### config.mk
export PLATFORM = sky130hd
export DESIGN_NAME = sweep_driver
export DESIGN_NICKNAME = d
export VERILOG_FILES = /design/src/rtl/sweep_driver_pkg.sv /design/src/rtl/sweep_driver_level_quantizer.sv /design/src/rtl/sweep_driver.sv
export SDC_FILE = /design/constraint.sdc
export NUM_CORES = 1
export LEC_CHECK = 0
export ABC_AREA = 0
export BUFFER_PORTS_ARGS = -buffer_cell sky130_fd_sc_hd__clkbuf_2
export CORE_UTILIZATION = 55
export CTS_CLUSTER_DIAMETER = 50
export DETAILED_ROUTE_END_ITERATION = 8
export GPL_ROUTABILITY_DRIVEN = 0
export PLACE_DENSITY = 0.78
export SYNTH_ARGS = -nofsm -noshare
export SYNTH_HDL_FRONTEND = slang
export SYNTH_SLANG_ARGS = --single-unit
### constraint.sdc
create_clock -name clk -period 5.6 [get_ports clk]
set_clock_uncertainty 0.15 [all_clocks]
set_input_delay 0.28 -clock clk [delete_from_list [all_inputs] [get_ports clk]]
set_output_delay 0.28 -clock clk [all_outputs]
set_load 0.1 [all_outputs]
### src/rtl/sweep_driver_pkg.sv
// Shared types for the sweep driver slice: FSM states, dwell counter and level.
package sweep_driver_pkg;

  typedef enum logic [1:0] {
    ST_IDLE,
    ST_DWELL,
    ST_DONE
  } state_t;

  // Dwell counter width; SETTLE+MEASURE-1 must fit.
  localparam int unsigned DWELL_W = 16;
  typedef logic [DWELL_W-1:0] dwell_t;

  // Quantized sample level.
  typedef logic [1:0] level_t;

endpackage

### src/rtl/sweep_driver_level_quantizer.sv
// Registered 3-threshold quantizer: maps a raw sample onto a 2-bit level.
module level_quantizer
  import sweep_driver_pkg::*;
#(
  parameter int unsigned N_SAMPLE = 8
) (
  input  logic                clk,
  input  logic                reset,
  input  logic [N_SAMPLE-1:0] sample,
  input  logic [N_SAMPLE-1:0] thr_lo,
  input  logic [N_SAMPLE-1:0] thr_mid,
  input  logic [N_SAMPLE-1:0] thr_hi,
  output level_t              data
);

  level_t level_d;

  // Priority compare against live thresholds; lowest threshold wins first.
  always_comb begin
    level_d = 2'd3;
    if (sample < thr_lo)
      level_d = 2'd0;
    else if (sample < thr_mid)
      level_d = 2'd1;
    else if (sample < thr_hi)
      level_d = 2'd2;
  end

  // Register the level, one cycle of latency.
  always_ff @(posedge clk) begin
    if (reset)
      data <= '0;
    else
      data <= level_d;
  end

endmodule

### src/rtl/sweep_driver.sv
// Sweep driver: steps a key across a programmed range, dwelling SETTLE cycles
// with enable low then MEASURE cycles with enable high on each key.
module sweep_driver
  import sweep_driver_pkg::*;
#(
  parameter int unsigned N_KEY    = 16,
  parameter int unsigned N_SAMPLE = 8,
  parameter int unsigned SETTLE   = 10,
  parameter int unsigned MEASURE  = 4
) (
  input  logic                clk,
  input  logic                reset,
  input  logic                start,
  input  logic [N_KEY-1:0]    key_first,
  input  logic [N_KEY-1:0]    key_last,
  input  logic [N_KEY-1:0]    key_step,
  input  logic [N_SAMPLE-1:0] sample,
  input  logic [N_SAMPLE-1:0] thr_lo,
  input  logic [N_SAMPLE-1:0] thr_mid,
  input  logic [N_SAMPLE-1:0] thr_hi,
  output logic [N_KEY-1:0]    key,
  output logic [1:0]          data,
  output logic                enable,
  output logic                clear_max,
  output logic                busy,
  output logic                done
);

  localparam dwell_t SETTLE_CNT = dwell_t'(SETTLE);
  localparam dwell_t LAST_CNT   = dwell_t'(SETTLE + MEASURE - 1);

  state_t           state_q, state_n;
  logic [N_KEY-1:0] key_q, key_n;
  logic [N_KEY-1:0] last_q, last_n;
  logic [N_KEY-1:0] step_q, step_n;
  dwell_t           cnt_q, cnt_n;
  logic             first_q, first_n;
  logic [N_KEY:0]   nxt;

  level_quantizer #(
    .N_SAMPLE(N_SAMPLE)
  ) u_quant (
    .clk    (clk),
    .reset  (reset),
    .sample (sample),
    .thr_lo (thr_lo),
    .thr_mid(thr_mid),
    .thr_hi (thr_hi),
    .data   (data)
  );

  // Extra carry bit so a step past the top of the key range ends the sweep
  // instead of wrapping to a small key.
  assign nxt = {1'b0, key_q} + {1'b0, step_q};

  // State, key, counter and latched configuration registers.
  always_ff @(posedge clk) begin
    if (reset) begin
      state_q <= ST_IDLE;
      key_q   <= '0;
      last_q  <= '0;
      step_q  <= '0;
      cnt_q   <= '0;
      first_q <= 1'b0;
    end else begin
      state_q <= state_n;
      key_q   <= key_n;
      last_q  <= last_n;
      step_q  <= step_n;
      cnt_q   <= cnt_n;
      first_q <= first_n;
    end
  end

  // Next-state logic: accept start, count the dwell, step or finish.
  always_comb begin
    state_n = state_q;
    key_n   = key_q;
    last_n  = last_q;
    step_n  = step_q;
    cnt_n   = cnt_q;
    first_n = first_q;
    unique case (state_q)
      ST_IDLE: begin
        if (start) begin
          state_n = ST_DWELL;
          key_n   = key_first;
          last_n  = key_last;
          step_n  = (key_step == '0) ? N_KEY'(1) : key_step;
          cnt_n   = '0;
          first_n = 1'b1;
        end
      end
      ST_DWELL: begin
        if (cnt_q == LAST_CNT) begin
          first_n = 1'b0;
          if (nxt[N_KEY] || (nxt[N_KEY-1:0] > last_q)) begin
            state_n = ST_DONE;
            cnt_n   = '0;
          end else begin
            key_n = nxt[N_KEY-1:0];
            cnt_n = '0;
          end
        end else begin
          cnt_n = cnt_q + dwell_t'(1);
        end
      end
      ST_DONE: state_n = ST_IDLE;
      default: state_n = ST_IDLE;
    endcase
  end

  assign key       = key_q;
  assign enable    = (state_q == ST_DWELL) && (cnt_q >= SETTLE_CNT);
  assign clear_max = (state_q == ST_DWELL) && (cnt_q == '0) && first_q;
  assign busy      = (state_q != ST_IDLE);
  assign done      = (state_q == ST_DONE);

endmodule

==> impl_metrics.sql <==
INSERT INTO impl_metrics (metric_group, metric, value, unit) VALUES
('logic_synthesis', 'synth-xor-area-share', '2.63', '%'),
('routing', 'first_drt_pass_iteration_count', '4', ''),
('routing', 'drc', '0', ''),
('critical_path', 'path_max_fanout', '12', ''),
('logic_synthesis', 'yosys.cell_types.count', '50', ''),
('clock_network', 'cts_hold_buffers', '8', ''),
('critical_path', 'crit_path_required_time', '5.70', 'ns'),
('critical_path', 'worst_r2r_endpoint', 'key[0]$_SDFFE_PP0P_', ''),
('die', 'design.die.area', '8850', 'um^2'),
('min_path', 'min_to', 'last_q[12]$_SDFFE_PP0P_', ''),
('logic_synthesis', 'ys.flop_type', 'dfxtp_1', ''),
('routing', 'number_of_nets_with_antenna_violations_after_routing', '0', ''),
('critical_path', 'arrival', '5.05', 'ns'),
('global_route', 'grt.total_usage', '28.9', '%'),
('routing', 'drc_marker_count_from_the_first_detailed_route_iteration', '241', ''),
('logic_synthesis', 'synth.area.top_cells', 'dfxtp_1, ha_1, a21oi_1', ''),
('timing', 'finalMaxSlewViolations', '0', ''),
('routing', 'route.vias.total', '4707', ''),
('global_route', 'grt_pass1_wl', '19800', 'um'),
('layout', 'register_area', '1380', 'um^2'),
('logic_synthesis', 'synthesis.nets', '764', ''),
('run_status', 'violated_checks', 'negative hold slack', ''),
('logic_synthesis', 'netlist.area_leader.share', '29.6', '%'),
('clock_network', 'tritoncts_num_sinks', '69', ''),
('timing', 'grt_setup_unrepaired', 'no', ''),
('die', 'num_io_pins', '105', ''),
('clock_network', 'cts_tree', 'yes', ''),
('clock_network', 'clk_transition_reported_paths', '0.07', 'ns'),
('global_route', 'gr-usage-met1', '33.1', '%'),
('flow_run', 'cap_viol_max_count', '0', ''),
('logic_synthesis', 'synth_simple_gate_area_share', '22.2', '%'),
('layout', 'fillCellCount', '730', ''),
('layout', 'post_route_cells_drive_above_1_share', '18.0', '%'),
('die', 'core_region_area', '8220', 'um^2'),
('die', 'start_util', '56.8', '%'),
('critical_path', 'worst_setup_path_end_kind', 'flip-flop', ''),
('logic_synthesis', 'synthesis.instances', '623', ''),
('min_path', 'class_of_the_most_critical_hold_timing_path', 'input port to flip-flop', ''),
('critical_path', 'start_kind', 'flip-flop', ''),
('layout', 'final_net_count', '864', ''),
('logic_synthesis', 'yosys_warnings', '0', ''),
('timing', 'finalCriticalPeriod', '4.95', 'ns'),
('placement', 'placed_cells', '808', ''),
('global_route', 'first_global_vias', '4383', ''),
('timing', 'whs', '-0.00182', 'ns'),
('timing', 'achievable-frequency', '202', 'MHz'),
('layout', 'antenna_diodes', '0', ''),
('clock_network', 'cts.htree.levels', '3', ''),
('logic_synthesis', 'post_synthesis_mean_instance_area', '7.49', 'um^2'),
('logic_synthesis', 'largest_area_contributor_in_the_synthesized_netlist', 'dfxtp_1', ''),
('critical_path', 'reg2reg_slack', '0.65', 'ns'),
('logic_synthesis', 'syn-cell-area', '4660', 'um^2'),
('placement', 'numPortBuffers', '104', ''),
('clock_network', 'cts_setup_buffers', '0', ''),
('clock_network', 'cts-root-to-sink-buffers', '2', ''),
('logic_synthesis', 'yosys.area_share.adder', '15.7', '%'),
('logic_synthesis', 'synth_compound_area_share', '23.0', '%'),
('global_route', 'antenna_found_initial', '0', ''),
('layout', 'areaGrowthSynthToFinish', '17.8', '%'),
('run_status', 'run_status', 'finished, violations left', ''),
('global_route', 'grt.met2_usage', '50.6', '%'),
('critical_path', 'timing.reg2reg.worst_path_depth', '16', ''),
('clock_network', 'worst_skew_pair_latency', '0.35', 'ns'),
('clock_network', 'cts.repair.resized', '0', ''),
('timing', 'tightestPinTransition', '1.17', 'ns'),
('timing', 'fin_crit_sh', '88.5', '%'),
('timing', 'report.final.hold_viol_count', '1', ''),
('placement', 'dp_slack', '0.758', 'ns'),
('layout', 'stdcell_count', '831', ''),
('clock_network', 'tritoncts.num_buffers', '9', ''),
('routing', 'route.detailed.wl_per_inst', '14.7', 'um');
==> layer usage <==
layer / vias to the layer above / wire length (um)
li1: 2397 / -
met1: 2136 / 5130
met2: 152 / 6030
met3: 22 / 824
met4: 0 / 264
met5: - / 0
==> state kept, by name, indices dropped and copies added, names as in the netlist <==
register,count
last_q,16
state_q,2
first_q,1
cnt_q,16
u_quant.data,2
step_q,16
key,16
==> power breakdown <==
part | internal (mW) | leakage (nW) | switching, mW | total, mW
Sequential | 0.589 | 0.565 | 0.0825 | 0.671
Clock | 0.179 | 0.0881 | 0.184 | 0.363
Combinational | 0.470 | 1.92 | 1.11 | 1.58
==> area by class of cell <==
cell class / count / area share [%]
Timing Repair Buffer: 118 / 11.8
Clock buffer: 12 / 2.82
Multi-Input combinational cell: 482 / 54.7
Clock inverter: 2 / 0.182
Tap cell: 105 / 2.39
Sequential cell: 69 / 25.1
Inverter: 43 / 2.94
==> cells in the final DEF, fill, tap and decap left out, types with 5 or more instances in the layout <==
| master | n |
|---|---|
| a21o_1 | 10 |
| a21oi_1 | 85 |
| a311oi_1 | 14 |
| a31oi_1 | 6 |
| a41oi_1 | 5 |
| and3_1 | 5 |
| buf_4 | 5 |
| clkbuf_2 | 104 |
| clkbuf_8 | 11 |
| dfxtp_1 | 69 |
| dlygate4sd3_1 | 9 |
| ha_1 | 57 |
| inv_1 | 43 |
| nand2_1 | 113 |
| nand2b_1 | 7 |
| nand3_1 | 12 |
| nor2_1 | 48 |
| nor2b_1 | 6 |
| nor3_1 | 8 |
| nor4_1 | 10 |
| o21a_1 | 5 |
| o21ai_0 | 29 |
| xnor2_1 | 10 |
==> how the worst max path moves through the flow <==
stage / cells after the start / end / slack [ns] / from
6_report: 16 / key[0]$_SDFFE_PP0P_ / 0.65 / key[0]$_SDFFE_PP0P_
5_1_grt: 16 / key[0]$_SDFFE_PP0P_ / 0.36 / key[0]$_SDFFE_PP0P_
4_1_cts: 16 / key[0]$_SDFFE_PP0P_ / 0.72 / key[0]$_SDFFE_PP0P_
3_5_place_dp: 16 / key[0]$_SDFFE_PP0P_ / 0.76 / key[0]$_SDFFE_PP0P_
3_3_place_gp: 16 / key[6]$_SDFFE_PP0P_ / 0.93 / key[0]$_SDFFE_PP0P_
2_1_floorplan: 16 / key[2]$_SDFFE_PP0P_ / 0.67 / key[0]$_SDFFE_PP0P_
==> logic make-up after synthesis <==
logic type	after synthesis
DFF	69
xor gates and xnor gates	14
AOI/OAI and AO/OA	177
and+or+nand+nor	229
muxes	4
buffers and inverters	72
adders and majority gates	58
==> worst max-delay path, stage by stage, from the launching register on <==
cell and delay, ns:
dfxtp_1 0.34, ha_1 0.25, fa_1 0.44, a211oi_1 0.34, o211ai_1 0.17, a41oi_1 0.35
a21oi_2 0.20, nand3_1 0.12, nand2_1 0.06, xor2_1 0.16, ha_1 0.30, nand4_1 0.14
or4_4 0.45, or4_4 0.50, nand3_1 0.41, a21oi_1 0.14, a311oi_1 0.31
==> stage by stage <==
step | instance area, um^2 | power [mW]
floorplan | 4660 | 1.90
global placement | 5240 | 2.18
detailed placement | 5240 | 2.23
CTS | 5480 | 2.60
global route | 5490 | 2.81
finish | 5490 | 2.62
==> synthesized netlist by cell type (all sizes together) (8+ instances only) <==
master / number
nand2: 113
a21oi: 86
dfxtp: 69
ha: 57
nor2: 49
inv: 43
o21ai: 29
clkbuf: 22
a311oi: 14
nand3: 12
a21o: 10
nor4: 10
xnor2: 10
nor3: 8
No activity file was read; power rests on OpenSTA's default activity.
